`src/rtl/inst_axi_rd_bridge.sv`:
```
// Read-only bridge from the IF stage SRAM-like instruction port to a single-ID AXI3 AR/R channel.
// Optional performance counters are enabled by defining INST_AXI_BRIDGE_PERF_EN.
module inst_axi_rd_bridge #(
  parameter int         MAX_OUTST = 2,
  parameter logic [3:0] AXI_ARID  = 4'd0
) (
  input  logic        clk,
  input  logic        reset,
  input  logic        inst_sram_req,
  input  logic        inst_sram_wr,
  input  logic [1:0]  inst_sram_size,
  input  logic [31:0] inst_sram_addr,
  input  logic [3:0]  inst_sram_wstrb,
  input  logic [31:0] inst_sram_wdata,
  output logic        inst_sram_addr_ok,
  output logic        inst_sram_data_ok,
  output logic [31:0] inst_sram_rdata,
  output logic [3:0]  arid,
  output logic [31:0] araddr,
  output logic [7:0]  arlen,
  output logic [2:0]  arsize,
  output logic [1:0]  arburst,
  output logic [1:0]  arlock,
  output logic [3:0]  arcache,
  output logic [2:0]  arprot,
  output logic        arvalid,
  input  logic        arready,
  input  logic [3:0]  rid,
  input  logic [31:0] rdata,
  input  logic [1:0]  rresp,
  input  logic        rlast,
  input  logic        rvalid,
  output logic        rready,
  output logic [31:0] perf_req_cnt,
  output logic [31:0] perf_stall_cnt
);

  typedef enum logic {AR_IDLE = 1'b0, AR_BUSY = 1'b1} ar_state_t;

  localparam logic [1:0] OUTST_LIMIT = 2'(MAX_OUTST);

  ar_state_t   ar_state;
  ar_state_t   ar_state_nxt;
  logic [1:0]  outst;
  logic        accept;
  logic        r_hs;
  logic [31:0] araddr_p0;
  logic [1:0]  size_p0;
  logic [31:0] rdata_p1;
  logic        vld_p1;
  logic        unused_ok;

  // Single ID and in-order slave: beat id, last flag and response carry no extra information.
  assign unused_ok = ^{inst_sram_wstrb, inst_sram_wdata, inst_sram_addr[1:0], rid, rlast, rresp};

  assign inst_sram_addr_ok = inst_sram_req && !inst_sram_wr && (ar_state == AR_IDLE) &&
                             (outst < OUTST_LIMIT) && !reset;
  assign accept = inst_sram_req && inst_sram_addr_ok;
  assign rready = (outst != 2'd0);
  assign r_hs   = rvalid && rready;

  always_ff @(posedge clk) begin
    if (reset) begin
      ar_state <= AR_IDLE;
    end else begin
      ar_state <= ar_state_nxt;
    end
  end

  always_comb begin
    ar_state_nxt = ar_state;
    arvalid      = 1'b0;
    case (ar_state)
      AR_IDLE: begin
        if (accept) ar_state_nxt = AR_BUSY;
      end
      AR_BUSY: begin
        arvalid = 1'b1;
        if (arready) ar_state_nxt = AR_IDLE;
      end
      default: ar_state_nxt = AR_IDLE;
    endcase
  end

  // p0: request latched into the AR channel registers
  always_ff @(posedge clk) begin
    if (reset) begin
      araddr_p0 <= 32'd0;
      size_p0   <= 2'd0;
    end else if (accept) begin
      araddr_p0 <= {inst_sram_addr[31:2], 2'b00};
      size_p0   <= inst_sram_size;
    end
  end

  // Outstanding count drops only when the CPU actually sees the data, not at the R handshake.
  always_ff @(posedge clk) begin
    if (reset) begin
      outst <= 2'd0;
    end else begin
      case ({accept, vld_p1})
        2'b10:   outst <= outst + 2'd1;
        2'b01:   outst <= outst - 2'd1;
        default: outst <= outst;
      endcase
    end
  end

  // p1: R beat captured, returned to the IF stage one cycle later
  always_ff @(posedge clk) begin
    if (reset) begin
      vld_p1   <= 1'b0;
      rdata_p1 <= 32'd0;
    end else begin
      vld_p1 <= r_hs;
      if (r_hs) rdata_p1 <= rdata;
    end
  end

  assign inst_sram_data_ok = vld_p1;
  assign inst_sram_rdata   = rdata_p1;

  assign arid    = AXI_ARID;
  assign araddr  = araddr_p0;
  assign arlen   = 8'd0;
  assign arsize  = {1'b0, size_p0};
  assign arburst = 2'b01;
  assign arlock  = 2'd0;
  assign arcache = 4'd0;
  assign arprot  = 3'd0;

`ifdef INST_AXI_BRIDGE_PERF_EN
  logic [31:0] req_cnt_q;
  logic [31:0] stall_cnt_q;

  // Write requests are never counted as stalls; they are simply never accepted.
  always_ff @(posedge clk) begin
    if (reset) begin
      req_cnt_q   <= 32'd0;
      stall_cnt_q <= 32'd0;
    end else begin
      if (accept) req_cnt_q <= req_cnt_q + 32'd1;
      if (inst_sram_req && !inst_sram_wr && !inst_sram_addr_ok) stall_cnt_q <= stall_cnt_q + 32'd1;
    end
  end

  assign perf_req_cnt   = req_cnt_q;
  assign perf_stall_cnt = stall_cnt_q;
`else
  assign perf_req_cnt   = 32'd0;
  assign perf_stall_cnt = 32'd0;
`endif

endmodule
```
`config.mk`:
```
export PLATFORM = sky130hd
export DESIGN_NAME = inst_axi_rd_bridge
export DESIGN_NICKNAME = d
export VERILOG_FILES = /design/src/rtl/inst_axi_rd_bridge.sv
export SDC_FILE = /design/constraint.sdc
export NUM_CORES = 1
export LEC_CHECK = 0
export CAP_MARGIN = 20
export CORE_MARGIN = 5
export CORE_UTILIZATION = 35
export DETAILED_ROUTE_END_ITERATION = 10
export GPL_TIMING_DRIVEN = 0
export PLACE_DENSITY_LB_ADDON = 0.05
export SETUP_SLACK_MARGIN = 0.4
export SYNTH_ARGS = -nofsm -noshare
export SYNTH_HDL_FRONTEND = slang
export SYNTH_SLANG_ARGS = --single-unit
```
`constraint.sdc`:
```
create_clock -name clk -period 6.6 [get_ports clk]
set_clock_uncertainty 0.15 [all_clocks]
set_input_delay 0.99 -clock clk [delete_from_list [all_inputs] [get_ports clk]]
set_output_delay 0.99 -clock clk [all_outputs]
set_load 0.02 [all_outputs]
```
Word-level counts from Yosys, hierarchy flattened
Cells that the tools add are included.

word-level totals
  register bits after elaboration = 68
  bits of input ports = 115
  output and inout port bits = 158
  logic and storage cells = 27

operators by class
  $add $sub $neg = 2
  magnitude comparators = 1
  equal/unequal tests = 2
  mux-type cells = 5
  bitwise logic cells = 1
  reduce and logical (&&, ||, !) cells = 10

operators with widths
  kind                 count
  $logic_and 1x1->1    6
  $pmux 2 s2           1
  $reduce_bool 2->1    2
  $mux 1               3
  $add 2x1->2 const B  1
  $eq 2x1->1 const B   1
  $eq 2x2->1 const B   1
  $logic_not 1->1      2
  $lt 2x2->1 const B   1
  $pmux 1 s2           1
  $sub 2x1->2 const B  1
  $not 1->1            1

Longest topological paths before layout
  word-level depth = 8
  depth in mapped cells = 8
  depth with buffers taken out = 7

Worst setup path after synthesis
No wires, ideal clock.

  kind = in2out
  start point = input inst_sram_wr
  end point = output inst_sram_addr_ok
  arrival time = 1747 ps
  required time = 5460 ps
  path slack = 3713 ps
  stages on the path = 3
  path buffers = 1
  cell sequence = nand2b_1 > nor4_4 > buf_6

on the way
  longest elaborated chain between the ends = 5

RTL lines
  element                         line  source
  start, declared                 10    input logic inst_sram_wr,
  $logic_not 1->1                 56    assign inst_sram_addr_ok = inst_sram_req && !inst_sram_wr && (ar_state == AR_IDLE) &&
  $logic_and 1x1->1 (3 in a row)  56
  $logic_and 1x1->1               57    (outst < OUTST_LIMIT) && !reset;
  end, declared                   15    output logic inst_sram_addr_ok,

No other way between the ends.

Final worst setup path
  start point = input reset
  end point = output inst_sram_addr_ok

on the way
  longest elaborated chain between the ends = 2

RTL lines
  element            line  source
  start, declared    8     input logic reset,
  $logic_not 1->1    57
  $logic_and 1x1->1  57

No other way between the ends.

==> results.sh <==
export IMPL_hpwl_mm=6.68
export IMPL_grt_start_max_net_pins=12
export IMPL_hold_class="reg -> reg"
export IMPL_clkTransAtPathRegs_ps=70
export IMPL_powerDensity_nw_per_um2=202
export IMPL_hold_slack_ps=304
export IMPL_io_pins=273
export IMPL_drc=0
export IMPL_via_count=2700
export IMPL_cts_buffers_inserted=9
export IMPL_cts_hold_buf=0
export IMPL_layout_common_cells="137 x clkdlybuf4s50_1, 90 x buf_4, 90 x conb_1"
export IMPL_cts_resized=0
export IMPL_grt_pass1_wl_mm=12.9
export IMPL_antenna_found_initial=0
export IMPL_worstMarginPinSlew_ps=607
export IMPL_htreeDepth=3
export IMPL_rsz0062_at_grt="no"
export IMPL_drv_cap=0
export IMPL_dr_first_iter_drc_count=54
export IMPL_wire_per_inst_um=11.8
export IMPL_vdd_ir_drop_max_mv=0.0972
export IMPL_path_cells="clkdlybuf4s50_1 -> nor4_4 -> buf_6 -> clkdlybuf4s50_1"
export IMPL_place_ws_ps=2390
export IMPL_fin_crit_sh_pct=63.0
export IMPL_grt_overflow_total=0
export IMPL_crit_path_max_fanout=10
export IMPL_start_util_pct=35.3
export IMPL_clock_sinks=68
export IMPL_antenna_left=0
export IMPL_cp_slowest_cell="nor4_4"
export IMPL_timing_rr_end="outst[1]"
export IMPL_setup_violations=0
export IMPL_area_growth_pct=64.4
export IMPL_timing_rr_start="outst[1]"
export IMPL_core_area_um2=9060
export IMPL_startpoint="reset"
export IMPL_drive_above_1_share_pct=23.8
export IMPL_endpoint="inst_sram_addr_ok"
export IMPL_cp_start_kind="primary input"
export IMPL_ys_ff_latch=68
export IMPL_firstDrtPassIters=4
export IMPL_syn_area_um2=3200
export IMPL_hold_viol=0
export IMPL_io_buffers=137
export IMPL_fp_row_count=35
export IMPL_slew_limit_headroom_pct=59.2
export IMPL_avgSynthCellArea_um2=9.10
export IMPL_finalMaxSlewViolations=0
export IMPL_end_kind="output pin"
export IMPL_fillers=854
export IMPL_worst_ep_arrival_time_ps=3020
export IMPL_cts_setup_buffers=0
export IMPL_finalSetupTns_ps=0
export IMPL_place_gp_congestion=0.704
export IMPL_grt_pass1_vias=2606
export IMPL_fp_dieArea_um2=11200
export IMPL_clock_latency_ps=340
export IMPL_whs_path_depth=2
export IMPL_die_w_um=106
export IMPL_max_freq_ghz=0.241
export IMPL_cts_tree="yes"
export IMPL_grt_usage_pct=14.5
export IMPL_vias_per_cell=3.84
export IMPL_synth_warnings=0
export IMPL_criticalPathCategory="in -> out"
export IMPL_final_nets=704
export IMPL_crit_required_ps=5460
export IMPL_ys_flop_type="dfxtp_1"
export IMPL_drt_wl_total_mm=8.34
export IMPL_yosysSeqAreaShare_pct=42.5
export IMPL_path_common_cell="clkdlybuf4s50_1"
export IMPL_worst_slack_ps=2440
export IMPL_slowest_delay_ps=630
export IMPL_power_leakage_nw=2.34
export IMPL_status="finished clean"
export IMPL_async_flop_share_pct=0
export IMPL_rrSetupSlack_ps=4310
export IMPL_clockBufferDepth=2
export IMPL_cts_root_buf="clkbuf_8"
export IMPL_layout_commonest_cell="clkdlybuf4s50_1"
export IMPL_min_period_ps=4160
export IMPL_ys_types=24
export IMPL_diodes=0
export IMPL_rr_worst_depth=6
export IMPL_die_height_um=106
export IMPL_syn_inst=352
export IMPL_synth_edf_count=0
-- flip-flops by register name, summed over array words and instances (netlist names) --
name,count
ar_state,1
araddr,30
inst_sram_rdata,32
size_p0,2
inst_sram_data_ok,1
outst,2
-- per-layer routing --
metal  track usage (%)  part of all wire [%]
met3              8.21                    11
met2              24.9                    47
met5                 0                     0
met1              15.1                    40
met4              3.89                   1.1
-- report_power, final --
part           switching [mW]  internal, mW
Sequential             0.0101         0.431
Clock                   0.155         0.215
Combinational           0.123         0.129
-- cell families after synthesis --
group	Yosys count	synth area share [%]
AOI/OAI and AO/OA	37	5.94
xor gates and xnor gates	2	0.547
adders and majority gates	1	0.391
buffers and inverters	107	23.8
DFF	68	42.5
muxes	32	11.2
other	2	0.234
and+or+nand+nor	103	15.4
-- synthesized netlist by cell type (2+ instances only) --
library cell	number	share of area (%)
nor2_1	3	0.35
clkbuf_1	11	1.3
nor2b_1	32	6.2
conb_1	2	0.23
mux2_1	2	0.70
buf_6	3	1.1
buf_4	90	21
buf_1	2	0.23
nand2_1	64	7.5
dfxtp_1	68	43
mux2_2	30	11
a21oi_1	33	5.2
-- worst min-delay path by stage --
stage | from | to | slack [ps]
final | inst_sram_rdata[22] | inst_sram_rdata[22] | 300
after floorplan | outst[1] | outst[1] | 370
after global placement | inst_sram_rdata[2] | inst_sram_rdata[2] | 290
after CTS | inst_sram_rdata[0] | inst_sram_rdata[0] | 310
after detailed placement | inst_sram_rdata[30] | inst_sram_rdata[30] | 300
after global routing | inst_sram_rdata[13] | inst_sram_rdata[13] | 320
-- worst max-delay path, delay by kind of cell --
family                 cells  cell delay (ps)
and+or+nand+nor            1              630
buffers and inverters      3             1400
-- through the flow --
step           util (%)  power [mW]  instances  instance area (µm²)
2_1_floorplan         -       0.606        440                 3530
3_3_place_gp       55.6       0.699        688                 5040
3_5_place_dp       55.6       0.701        688                 5040
4_1_cts            58.1        1.08        704                 5270
5_1_grt            58.1        1.12        704                 5270
6_report           58.1        1.06        704                 5270
-- layout make-up --
cell class                      count  area [µm²]  area share, %
Sequential cell                    68        1360           25.9
Timing Repair Buffer              137        1370           26.0
Buffer                            106         758           14.4
Tap cell                          111         139           2.64
Inverter                            1        3.75         0.0713
Multi-Input combinational cell    265        1410           26.8
Clock buffer                       13         179           3.40
Clock inverter                      3        42.5          0.808
(Power assumes the default switching activity.)
